[config.mk]
export PLATFORM = sky130hd
export DESIGN_NAME = fetch_seq
export DESIGN_NICKNAME = d
export VERILOG_FILES = /design/src/rtl/fetch_seq.sv
export SDC_FILE = /design/constraint.sdc
export NUM_CORES = 1
export LEC_CHECK = 0
export CAP_MARGIN = 20
export CORE_MARGIN = 2
export CORE_UTILIZATION = 41
export CTS_CLUSTER_DIAMETER = 30
export DETAILED_ROUTE_END_ITERATION = 16
export GPL_ROUTABILITY_DRIVEN = 0
export GPL_TIMING_DRIVEN = 0
export PLACE_DENSITY = 0.82
export SYNTH_ARGS = -nofsm -noshare
export SYNTH_HDL_FRONTEND = slang
export SYNTH_SLANG_ARGS = --single-unit
[constraint.sdc]
create_clock -name clk -period 1.8 [get_ports clk]
set_input_delay 0.36 -clock clk [delete_from_list [all_inputs] [get_ports clk]]
set_output_delay 0.36 -clock clk [all_outputs]
set_load 0.1 [all_outputs]
[src/rtl/fetch_seq.sv]
// fetch_seq: instruction fetch sequencer; owns the PC, fetches opcode/operand words from IMEM.
// Optional macro FETCH_TIMEOUT_EN adds an ack timeout that halts with a sticky fetch_err.
module fetch_seq #(
    parameter int unsigned       ADDR_W      = 10,
    parameter int unsigned       INST_W      = 16,
    parameter logic [ADDR_W-1:0] RESET_PC    = '0,
    parameter int unsigned       TIMEOUT_CYC = 255
) (
    input  logic              clk,
    input  logic              rst,
    output logic              imem_req,
    output logic [ADDR_W-1:0] imem_addr,
    input  logic              imem_ack,
    input  logic [INST_W-1:0] imem_rdata,
    output logic [INST_W-1:0] imem_data,
    output logic              opcode_update,
    output logic              imem_update,
    output logic [ADDR_W-1:0] pc,
    input  logic              need_operand,
    input  logic              exec_done,
    input  logic              jump_en,
    input  logic [ADDR_W-1:0] jump_addr,
    input  logic              halt,
    output logic              busy,
    output logic              fetch_err,
    output logic [2:0]        dbg_state
);

    typedef enum logic [2:0] {
        S_IDLE     = 3'd0,
        S_REQ_OP   = 3'd1,
        S_LOAD_OP  = 3'd2,
        S_DECODE   = 3'd3,
        S_REQ_ARG  = 3'd4,
        S_LOAD_ARG = 3'd5,
        S_EXEC     = 3'd6,
        S_HALTED   = 3'd7
    } state_t;

    state_t              r_state;
    logic [ADDR_W-1:0]   r_pc;
    logic [INST_W-1:0]   r_data;
    logic                r_opcode_update;
    logic                r_imem_update;

`ifdef FETCH_TIMEOUT_EN
    localparam int unsigned CNT_W = ($clog2(TIMEOUT_CYC + 1) > 8) ? $clog2(TIMEOUT_CYC + 1) : 8;
    logic [CNT_W-1:0]    r_wait_cnt;
    logic                r_fetch_err;
    assign fetch_err = r_fetch_err;
`else
    logic                w_unused_timeout;
    assign w_unused_timeout = ^TIMEOUT_CYC;
    assign fetch_err        = 1'b0;
`endif

    // Handshake: imem_req is high for every cycle spent in REQ_OP/REQ_ARG with imem_addr held
    // at pc; a word is accepted in any cycle where imem_req and imem_ack are both high,
    // including the first request cycle. imem_ack in any other state is ignored.
    assign imem_req      = (r_state == S_REQ_OP) || (r_state == S_REQ_ARG);
    assign imem_addr     = r_pc;
    assign pc            = r_pc;
    assign imem_data     = r_data;
    assign opcode_update = r_opcode_update;
    assign imem_update   = r_imem_update;
    assign busy          = (r_state != S_IDLE) && (r_state != S_HALTED);
    assign dbg_state     = r_state;

    always_ff @(posedge clk) begin
        if (!rst) begin
            r_state         <= S_IDLE;
            r_pc            <= RESET_PC;
            r_data          <= '0;
            r_opcode_update <= 1'b0;
            r_imem_update   <= 1'b0;
`ifdef FETCH_TIMEOUT_EN
            r_wait_cnt      <= '0;
            r_fetch_err     <= 1'b0;
`endif
        end else begin
            r_opcode_update <= 1'b0;
            r_imem_update   <= 1'b0;
`ifdef FETCH_TIMEOUT_EN
            r_wait_cnt      <= '0;
`endif
            case (r_state)
                S_IDLE: r_state <= S_REQ_OP;
                S_REQ_OP, S_REQ_ARG: begin
                    if (imem_ack) begin
                        r_data <= imem_rdata;
                        r_pc   <= r_pc + ADDR_W'(1);
                        if (r_state == S_REQ_OP) begin
                            r_state         <= S_LOAD_OP;
                            r_opcode_update <= 1'b1;
                        end else begin
                            r_state       <= S_LOAD_ARG;
                            r_imem_update <= 1'b1;
                        end
                    end
`ifdef FETCH_TIMEOUT_EN
                    // A late ack on the final allowed cycle is taken above, so it wins over timeout.
                    else if (r_wait_cnt == CNT_W'(TIMEOUT_CYC - 1)) begin
                        r_state     <= S_HALTED;
                        r_fetch_err <= 1'b1;
                    end else begin
                        r_wait_cnt <= r_wait_cnt + CNT_W'(1);
                    end
`endif
                end
                S_LOAD_OP: r_state <= S_DECODE;
                S_DECODE: r_state <= need_operand ? S_REQ_ARG : S_EXEC;
                S_LOAD_ARG: r_state <= S_EXEC;
                S_EXEC: begin
                    if (exec_done) begin
                        if (halt) begin
                            r_state <= S_HALTED;
                        end else begin
                            if (jump_en) r_pc <= jump_addr;
                            r_state <= S_REQ_OP;
                        end
                    end
                end
                S_HALTED: r_state <= S_HALTED;
                default:  r_state <= S_IDLE;
            endcase
        end
    end

endmodule

After elaboration in Yosys (flattened, before gate mapping)
Cells that the tools add are included.
- input port bits: 33
- register bits after elaboration: 31
- output and inout port bits: 44
- equality and inequality tests: 12
- reductions and logical operators: 10
- $add $sub $neg: 1
- mux-type cells: 13
- operators with widths (cell ; count):
    2-to-1 mux 10 bit ; 4
    one-hot mux 3 bit (7 select lines) ; 1
    one-hot mux 10 bit (2 select lines) ; 1
    equality test 3 bit (second input constant) ; 4
    2-to-1 mux 3 bit ; 4
    adder 10 x 1 -> 10 bit (second input constant) ; 1
    != test 2 bit (second input constant) ; 4
    equality test 3 x 2 -> 1 bit (second input constant) ; 2
    AND reduction 5 bit ; 1
    AND reduction 2 bit ; 2
    equality test 3 x 1 -> 1 bit (second input constant) ; 1
    logical NOT 3 bit ; 1
    != test 3 bit (second input constant) ; 1
    AND reduction 3 bit ; 1
    nonzero test 3 bit ; 1
    2-to-1 mux 1 bit ; 2
    2-to-1 mux 2 bit ; 1
    nonzero test 2 bit ; 1
    OR reduction 2 bit ; 1
    logical AND 1 bit ; 1
    logical OR 1 bit ; 1

Logic depth before layout (Yosys ltp)
- depth after elaboration: 4
- gate-level depth with buffers: 7

Least setup slack after synthesis
Ideal clock, no wire load.
- path kind: flip-flop to flip-flop
- from: register r_state[2], in the netlist dbg_state[2]
- to: register r_state[1], in the netlist dbg_state[1]
- setup time: 0.212 ns
- path slack: -1.452 ns
- data arrival time: 3.041 ns
- cell stages (with the launch flop): 5
- path buffers: 1
- cells stage by stage: dfxtp_1 > nand2b_1 > buf_6 > a21oi_1 > a221oi_1
- word-level cells in the longest chain between the ends: 4
- elaborated cells between the ends (all ways): 15
- classes of those cells: eq/ne: 9; mux: 3; reduce/logical: 3
- RTL lines (item ; line ; text):
    start: declaration ; 40 ; state_t r_state;
    start signal: assignment ; 111 ; S_DECODE: r_state <= need_operand ? S_REQ_ARG : S_EXEC;
    equality test 3 x 1 -> 1 bit / equality test 3 bit (equally long branches) ; 86, 92 ;
    2-to-1 mux 3 bit / OR reduction 2 bit (equally long branches) ; 92, 86 ;
    2-to-1 mux 3 bit / != test 2 bit (equally long branches) ; n/a ;
    one-hot mux 3 bit (7 select lines) / AND reduction 2 bit (equally long branches) ; n/a ;
Parallel ways exist; a longest one is shown, timed or not. The select of a mux whose other input is x is not followed.
A chain may end at the register's enable or synchronous reset.

Worst setup path in the final report
- from: register r_opcode_update, in the netlist opcode_update
- to: output port opcode_update
- RTL lines (item ; line ; text):
    start: declaration ; 43 ; logic r_opcode_update;
    start signal: assignment ; 74 ; r_opcode_update <= 1'b0;
    start signal: assignment ; 81 ; r_opcode_update <= 1'b0;
    start signal: assignment ; 94 ; r_opcode_update <= 1'b1;
    end: declaration ; 16 ; output logic opcode_update,
No word-level cell between the ends.

==> impl_metrics.json <==
{
  "ant_nets": 0,
  "cts_root_buffer": "clkbuf_8",
  "critPathMaxStageDelay_ps": 810,
  "synthesis.area_sq_mm": 0.00168,
  "met1Wirelength_um": 1950,
  "setup_viol": 0,
  "drt_pass1_iterations": 5,
  "rows": 23,
  "cts_tree": "yes",
  "period_share": 0.974,
  "ys_ff_latch": 31,
  "die_w_um": 68.0,
  "required_ps": 1440,
  "dpl_cell_area_sq_mm": 0.00254,
  "startpoint_type": "register",
  "synthesis.instances": 189,
  "fill_cells": 341,
  "synth_cell_type_count": 48,
  "post-route-util": 0.682,
  "worstPathArrival_ps": 1390,
  "diodes": 0,
  "maxCapViolCount": 0,
  "seqCellArea_sq_um": 639,
  "grt_max_degree": 11,
  "hp-class": "register to register",
  "grt_use_total": 0.199,
  "finalHoldViolCount": 0,
  "die_y_um": 68.0,
  "numCtsBuffers": 5,
  "pwr_density_cell_mw_per_mm2": 865,
  "synth_warnings": 0,
  "slew_headroom": 0.368,
  "fin_area_sq_mm": 0.00271,
  "cp.buffers_inverters": 1,
  "multi_input_area_sq_um": 915,
  "synth_edf_count": 0,
  "worst_path_max_delay_cell": "clkdlybuf4s15_1",
  "path_cells": "clkdlybuf4s15_1",
  "route.vias.total": 1721,
  "fmax_mhz": 570,
  "clkLatencyLatePin_ps": 280,
  "dp_hpwl_um": 3300,
  "critPathKind": "register to output port",
  "mostFrequentLayoutCells": "32 x clkdlybuf4s50_1, 32 x clkdlybuf4s15_2, 26 x nor2_1, 22 x dfxtp_1",
  "overflow": 0,
  "slew_viol_final": 0,
  "syn_avg_cell_area_sq_um": 8.88,
  "power_mw": 2.34,
  "worst_pin_slew_ps": 952,
  "route.met2.wl_um": 2230,
  "period_needed_ps": 1750,
  "core_area_sq_mm": 0.00397,
  "route.detailed.drc": 0,
  "syn_nets": 223,
  "grt_antenna_before_repair": 0,
  "io_buffer_count": 75,
  "irDropWorstVdd_mv": 0.481,
  "end_kind": "output port",
  "cts_hold_buf": 0,
  "drive_gt1_frac": 0.331,
  "wl_per_cell_um": 14.2,
  "cp_top_family": "buffers and inverters",
  "fin_tns_setup_ps": 0,
  "cts_num_sinks": 31,
  "grt_pass1_wl_um": 6990,
  "area_growth_pct": 61.3,
  "outcome": "completed",
  "yosysSeqAreaShare": 0.370,
  "wirelength_um": 4610,
  "drt_iter0_drc": 120,
  "via_per_inst": 5.30,
  "post-place-cells": 314,
  "postSynth.asyncResetShare": 0,
  "synthFlopType": "dfxtp_1",
  "h-tree-depth": 2,
  "p_leak_nw": 1.02,
  "die_area_sq_mm": 0.00462,
  "clock_path_buffers": 2,
  "finalNonFillerCells": 325,
  "top_layer": "met4",
  "fin_skew_ps": 2.39,
  "critPathMaxFanout": 1,
  "grt_pass1_vias": 1506,
  "cts.clk_slew.worst_paths_ps": 60,
  "initial_core_util": 0.423,
  "nNetsFinal": 309,
  "met3WireLength_um": 376,
  "io_pins": 77
}
-- cell usage after synthesis, drive strengths merged (2+ instances only) --
master,number,area (sq um)
a22oi,2,15.0
o211a,2,20.0
clkbuf,4,15.0
o32ai,7,68.8
buf,19,149
nand3,3,15.0
and3,4,25.0
nor3,2,10.0
nor2,27,101
dfxtp,31,621
a21oi,6,30.0
nand2b,4,32.5
a211oi,5,50.1
o21ai,4,23.8
o22ai,3,18.8
a31oi,2,12.5
nand2,15,56.3
mux2i,17,170
nor4,2,12.5
inv,4,15.0
a221oi,5,43.8
o221a,3,33.8
and2,3,18.8
-- worst paths after layout --
check / slack [ps] / startpoint / end / cells past startpoint
max: 50 / opcode_update / opcode_update / 1
min: 500 / imem_data[13] / imem_data[13] / 2
max reg2reg: 90 / dbg_state[0] / imem_addr[3] / 7
min reg2reg: 500 / imem_data[13] / imem_data[13] / 2
-- flip-flops by register name, summed over array words and instances (netlist names) --
signal	count
imem_data	16
opcode_update	1
imem_update	1
dbg_state	3
imem_addr	10
-- repair_timing --
| action | 4_1_cts | 5_1_grt |
|---|---|---|
| endpoints found under the setup margin | 53 | 17 |
| endpoints found under the hold margin | 0 | 0 |
| setup buffers | 2 | 2 |
| pin swaps | 1 | 3 |
| gates resized for setup | 128 | 19 |
-- layout make-up --
class,count,area share
multi-input cells,130,0.338
repair buffers,79,0.296
flip-flops and latches,31,0.236
plain buffers,23,0.0675
clock buffers,6,0.0305
well taps,50,0.0231
inverters,5,0.00693
clock inverters,1,0.00185
-- layer usage --
metal / up-vias / GRT usage
li1: 848 / -
met1: 794 / 0.262
met2: 74 / 0.308
met3: 5 / 0.0493
met4: 0 / 0.0850
met5: - / 0
-- per-stage QoR --
stage / worst slack, ps / hold slack [ps]
6_report: 46.3 / 496
5_1_grt: -7.49 / 526
4_1_cts: 1.14 / 500
3_5_place_dp: -571 / 487
3_3_place_gp: -569 / 471
2_1_floorplan: -1.51 / 507
-- logic make-up (layout without fill, tap and decap cells) --
| family | count (synthesis) | in the layout | synth area share |
|---|---|---|---|
| AO/OA/AOI/OAI | 44 | 44 | 0.215 |
| adder cells (fa/ha/maj) | 1 | 1 | 0.00745 |
| buffers and inverters | 28 | 114 | 0.109 |
| flip-flops | 31 | 31 | 0.370 |
| multiplexers | 18 | 18 | 0.108 |
| other | 1 | 1 | 0.00223 |
| AND/OR/NAND/NOR | 66 | 66 | 0.189 |
-- power by group --
group	internal, mW	leakage, nW	total (mW)	switching (mW)
clock	0.299	0.0470	0.546	0.246
sequential	0.734	0.257	0.773	0.0389
combinational	0.323	0.719	1.02	0.701
total	1.36	1.02	2.34	0.986
(Power assumes the default switching activity.)
